--- src/rtl/multicycle_ctrl_pkg.sv ---
// Shared encodings for the multi-cycle CPU controller and its datapath:
// opcodes, FSM states and the mux-select codes driven into the datapath.
package multicycle_ctrl_pkg;

    typedef enum logic [1:0] {
        OP_ADD = 2'b00,
        OP_LWD = 2'b01,
        OP_SWD = 2'b10,
        OP_JMP = 2'b11
    } opcode_t;

    typedef enum logic [2:0] {
        ST_IDLE   = 3'd0,
        ST_FETCH  = 3'd1,
        ST_DECODE = 3'd2,
        ST_EXEC   = 3'd3,
        ST_MEM    = 3'd4,
        ST_WB     = 3'd5,
        ST_HALT   = 3'd6
    } state_t;

    localparam logic [1:0] PC_SRC_ALU  = 2'b00;
    localparam logic [1:0] PC_SRC_JUMP = 2'b01;

    localparam logic [1:0] ALU_B_RT   = 2'b00;
    localparam logic [1:0] ALU_B_ONE  = 2'b01;
    localparam logic [1:0] ALU_B_SEXT = 2'b10;

    function automatic logic is_mem_op(input logic [1:0] op);
        return (op == OP_LWD) || (op == OP_SWD);
    endfunction

endpackage

--- src/rtl/mem_wait_timer.sv ---
// Counts consecutive cycles spent waiting for mem_ack and flags the cycle in
// which the wait would reach MEM_TIMEOUT. MEM_TIMEOUT = 0 disables the flag.
module mem_wait_timer #(
    parameter int MEM_TIMEOUT = 15
) (
    input  logic clk,
    input  logic reset_n,
    input  logic clr,
    input  logic inc,
    output logic expired
);

    localparam int CW = (MEM_TIMEOUT < 2) ? 1 : $clog2(MEM_TIMEOUT + 1);
    localparam logic [CW-1:0] LAST = CW'((MEM_TIMEOUT == 0) ? 0 : MEM_TIMEOUT - 1);

    logic [CW-1:0] count;

    always_ff @(posedge clk or negedge reset_n) begin
        if (!reset_n) begin
            count <= '0;
        end else if (clr) begin
            count <= '0;
        end else if (inc) begin
            count <= count + 1'b1;
        end
    end

    // The current wait cycle is the one that would make the count hit the limit;
    // an ack in that same cycle deasserts inc and therefore wins.
    assign expired = (MEM_TIMEOUT != 0) && inc && (count == LAST);

endmodule

--- src/rtl/multicycle_ctrl.sv ---
// Multi-cycle control FSM for the 8-bit CPU: sequences fetch/decode/execute/
// mem/writeback, drives datapath selects/strobes, counts retired instructions.
module multicycle_ctrl
    import multicycle_ctrl_pkg::*;
#(
    parameter int CNT_W       = 16,
    parameter int MEM_TIMEOUT = 15
) (
    input  logic             clk,
    input  logic             reset_n,
    input  logic [1:0]       opcode,
    input  logic             mem_ack,
    output logic             mem_req,
    output logic             mem_we,
    output logic             iord,
    output logic             ir_write,
    output logic             pc_write,
    output logic [1:0]       pc_src,
    output logic             alu_a_sel,
    output logic [1:0]       alu_b_sel,
    output logic             reg_write,
    output logic             reg_dst,
    output logic             mem_to_reg,
    output logic [CNT_W-1:0] num_inst,
    output logic             timeout_err
);

    state_t state;
    state_t state_next;
    logic   retire;
    logic   wait_inc;
    logic   expired;

    // Kept outside the FSM process so the timer's expired flag does not loop back.
    assign wait_inc = ((state == ST_FETCH) || (state == ST_MEM)) && !mem_ack;

    mem_wait_timer #(
        .MEM_TIMEOUT(MEM_TIMEOUT)
    ) u_timer (
        .clk     (clk),
        .reset_n (reset_n),
        .clr     (!wait_inc),
        .inc     (wait_inc),
        .expired (expired)
    );

    always_ff @(posedge clk or negedge reset_n) begin
        if (!reset_n) begin
            state       <= ST_IDLE;
            num_inst    <= '0;
            timeout_err <= 1'b0;
        end else begin
            state <= state_next;
            if (retire) begin
                num_inst <= num_inst + 1'b1;
            end
            if (expired) begin
                timeout_err <= 1'b1;
            end
        end
    end

    always_comb begin
        state_next = state;
        mem_req    = 1'b0;
        mem_we     = 1'b0;
        iord       = 1'b0;
        ir_write   = 1'b0;
        pc_write   = 1'b0;
        pc_src     = PC_SRC_ALU;
        alu_a_sel  = 1'b0;
        alu_b_sel  = ALU_B_RT;
        reg_write  = 1'b0;
        reg_dst    = 1'b0;
        mem_to_reg = 1'b0;
        retire     = 1'b0;
        case (state)
            ST_IDLE: state_next = ST_FETCH;
            ST_FETCH: begin
                // ALU computes PC+1 while the instruction word is being read.
                mem_req   = 1'b1;
                alu_b_sel = ALU_B_ONE;
                if (mem_ack) begin
                    ir_write   = 1'b1;
                    pc_write   = 1'b1;
                    state_next = ST_DECODE;
                end else if (expired) begin
                    state_next = ST_HALT;
                end
            end
            ST_DECODE: begin
                if (opcode == OP_JMP) begin
                    pc_write   = 1'b1;
                    pc_src     = PC_SRC_JUMP;
                    retire     = 1'b1;
                    state_next = ST_FETCH;
                end else begin
                    state_next = ST_EXEC;
                end
            end
            ST_EXEC: begin
                alu_a_sel = 1'b1;
                if (is_mem_op(opcode)) begin
                    alu_b_sel  = ALU_B_SEXT;
                    state_next = ST_MEM;
                end else begin
                    state_next = ST_WB;
                end
            end
            ST_MEM: begin
                mem_req = 1'b1;
                iord    = 1'b1;
                mem_we  = (opcode == OP_SWD);
                if (mem_ack) begin
                    if (opcode == OP_SWD) begin
                        retire     = 1'b1;
                        state_next = ST_FETCH;
                    end else begin
                        state_next = ST_WB;
                    end
                end else if (expired) begin
                    state_next = ST_HALT;
                end
            end
            ST_WB: begin
                reg_write  = 1'b1;
                reg_dst    = (opcode == OP_ADD);
                mem_to_reg = (opcode == OP_LWD);
                retire     = 1'b1;
                state_next = ST_FETCH;
            end
            ST_HALT: state_next = ST_HALT;
            default: state_next = ST_IDLE;
        endcase
    end

endmodule

--- config.mk ---
export PLATFORM = sky130hd
export DESIGN_NAME = multicycle_ctrl
export DESIGN_NICKNAME = d
export VERILOG_FILES = /design/src/rtl/multicycle_ctrl_pkg.sv /design/src/rtl/mem_wait_timer.sv /design/src/rtl/multicycle_ctrl.sv
export SDC_FILE = /design/constraint.sdc
export NUM_CORES = 1
export LEC_CHECK = 0
export ABC_AREA = 0
export BUFFER_PORTS_ARGS = -buffer_cell sky130_fd_sc_hd__buf_4
export CORE_UTILIZATION = 55
export CTS_CLUSTER_DIAMETER = 200
export DETAILED_ROUTE_END_ITERATION = 6
export PLACE_DENSITY = 0.83
export SETUP_SLACK_MARGIN = 0.02
export SYNTH_ARGS = -nofsm -noshare
export SYNTH_HDL_FRONTEND = slang
export SYNTH_SLANG_ARGS = --single-unit
--- constraint.sdc ---
create_clock -name clk -period 4.35 [get_ports clk]
set_clock_uncertainty 0.2 [all_clocks]
set_input_delay 0.87 -clock clk [delete_from_list [all_inputs] [get_ports clk]]
set_output_delay 0.87 -clock clk [all_outputs]
set_load 0.01 [all_outputs]
==> impl_metrics.yaml <==
clock_tree:
  clk_pin_slew_worst_paths_ns: 0.12
  clockBufferDepth: 2
  cts-root-buf: "clkbuf_4"
  htree_levels: 1
  hold_buffers: 0
  cts_resized: 0
  post_cts_buffers: 0
  clock-sinks: 24
  numCtsBuffers: 3
  cts_tree: "built"
  clk_latency_ns: 0.30
grt:
  grt_pass1_wl_um: 4029
  overflow: 0
  grt_max_degree: 25
  grt_pass1_vias: 919
  grt.total_usage_pct: 20.70
  antenna_found_initial: 0
finish:
  final_cell_mix: "buf_4 (33), dfrtp_1 (24), xnor2_1 (12)"
  drive_gt1_share_pct: 29.19
  fin_nets: 175
  multi_input_area_um2: 688.2
  fillers: 179
  stdcell_count: 189
  final_common_cell: "buf_4"
  n_antenna_cell: 0
  syn_to_final_growth_pct: 20.19
  seqCellArea_um2: 600.6
worst_setup_path:
  critPathKind: "input pin to output port"
  path_delay_family: "simple AND/OR/NAND/NOR gates"
  cp_max_fo: 5
  start_kind: "input pin"
  arrival_ns: 1.86
  crit_chain: "buf_4 -> ha_1 -> and4bb_4 -> or2_2 -> buf_4"
  crit_buf_inv: 2
  worst-r2r-setup-slack_ns: 2.54
  crit_start: "opcode[0]"
  path_common_cell: "buf_4"
  r2r_start: "num_inst[0]"
  r2r_cells: 5
  crit_path_top_delay_cell: "or2_2"
  worst_r2r_endpoint: "num_inst[14]"
  required_ns: 3.28
  end_kind: "output port"
  cpPeakStageDelay_ns: 0.29
timing:
  hold_violations: 0
  drv_slew: 0
  fin_ws_ns: 1.422
  clock.fmax_mhz: 341.6
  hold_slack_ns: 0.2336
  post-route-period-util_pct: 67.30
  setup_viol: 0
  rsz0062_at_grt: "false"
  setup-tns-final_ns: 0
  fin_crit_ns: 2.928
yosys:
  synthesis.area_um2: 1345
  yosysWarnings: 0
  yosys_register_bits: 24
  avgSynthCellArea_um2: 10.43
  synth_nets: 141
  ys_types: 38
  syn_inst: 129
  yosysSeqAreaShare_pct: 44.65
drt:
  routedWlPerCell_um: 13.03
  drtIter0Drc: 13
  vias: 1025
  viasPerCell: 5.423
  drt_wl_total_um: 2463
  firstDrtPassIters: 4
  ant_nets: 0
  drc_errors: 0
floorplanning:
  core_um2: 2255
  die_w_um: 51.45
  start_util_pct: 59.66
  fp.dieH_um: 51.45
  num_io_pins: 35
  row_count: 17
  die-area_um2: 2647
placement:
  gp_congestion: 0.7079
  portBuffers: 33
  pre_cts_ws_ns: 1.425
  dpl.cell_count: 186
  hpwl_um: 1881
outcome:
  run_status: "completed"
pwr:
  p_leak_nw: 0.8250
  ir_drop_uv: 388.8
  powerDensity_nw_per_um2: 451.6
  power_uw: 730.0
hold_path:
  min_path_type: "input pin to asynchronous set/reset pin"
run:
  maxCapViolCount: 0
[sequential cells by signal (all words and copies together) (netlist names)]
signal / count
timeout_err: 1
u_timer.count: 4
state: 3
num_inst: 16
[power breakdown]
| part | internal (mW) | switching (mW) |
|---|---|---|
| sequential | 0.266 | 0.0773 |
| clock | 0.0323 | 0.0599 |
| combinational | 0.154 | 0.140 |
[cell usage after synthesis]
cell	n	area, um^2
and4_1	1	8.760
o21a_1	1	7.510
a22oi_4	1	21.27
a21o_1	1	7.510
buf_6	1	11.26
and4b_1	1	10.01
a31oi_1	1	6.260
nor2b_1	1	6.260
nand2_1	10	37.54
nor3b_1	1	7.510
and3_1	4	25.02
mux2_1	1	11.26
nand3_1	8	40.04
a21oi_1	2	10.01
o21bai_1	1	7.510
nor4_4	1	21.27
xnor2_1	12	105.1
conb_1	1	3.750
or2_2	1	6.260
nor3_2	1	10.01
or3_2	1	7.510
a22o_2	1	10.01
inv_1	6	22.52
a21o_2	1	8.760
buf_4	3	22.52
and3_2	1	7.510
o21ai_0	2	10.01
nor3_1	2	10.01
nand4_1	4	25.02
and2b_2	1	8.760
dfrtp_1	24	600.6
and2_1	4	25.02
and2_2	1	7.510
and4bb_4	1	16.27
xor2_1	6	52.55
nor2_1	11	41.29
o32ai_1	2	17.52
ha_1	7	87.58
[through the flow]
step / cell area [um^2] / util [%]
finish: 1617 / 71.70
global route: 1617 / 71.70
CTS: 1617 / 71.70
detailed placement: 1594 / 70.70
global placement: 1594 / 70.70
floorplan: 1345 / -
[final cells by class]
| type | count | area share (%) |
|---|---|---|
| multi-input cells | 95 | 42.57 |
| flip-flops and latches | 24 | 37.15 |
| repair buffers | 33 | 15.33 |
| inverters | 6 | 1.393 |
| clock buffers | 3 | 1.393 |
| well taps | 28 | 2.167 |
[routing by layer]
layer  up-vias  track usage, %  share of wire (%)
li1        500               -                  -
met1       487           26.83                 46
met2        34           35.28                 48
met3         4           2.976                5.0
met4         0           6.757                1.2
met5         -               0                  0
[worst max path at each step]
stage                     endpoint  slack (ns)  depth (start not counted)
after floorplan           pc_write        1.67                          3
after global placement    pc_write        1.43                          5
after detailed placement  pc_write        1.43                          5
after CTS                 pc_write        1.42                          5
after global routing      pc_write        1.40                          5
final                     pc_write        1.42                          5
[cells by family (layout without fill, tap and decap cells)]
kind of cell / count (synthesis) / count (layout) / share of synthesized area [%]
mux: 1 / 1 / 0.8371
fa+ha+maj: 7 / 7 / 6.511
compound gates: 13 / 13 / 7.908
flops: 24 / 24 / 44.65
xor+xnor: 18 / 18 / 11.72
simple gates: 55 / 55 / 23.91
buf+inv: 10 / 42 / 4.186
other cells: 1 / 1 / 0.2788
No activity file was read; power rests on OpenSTA's default activity.
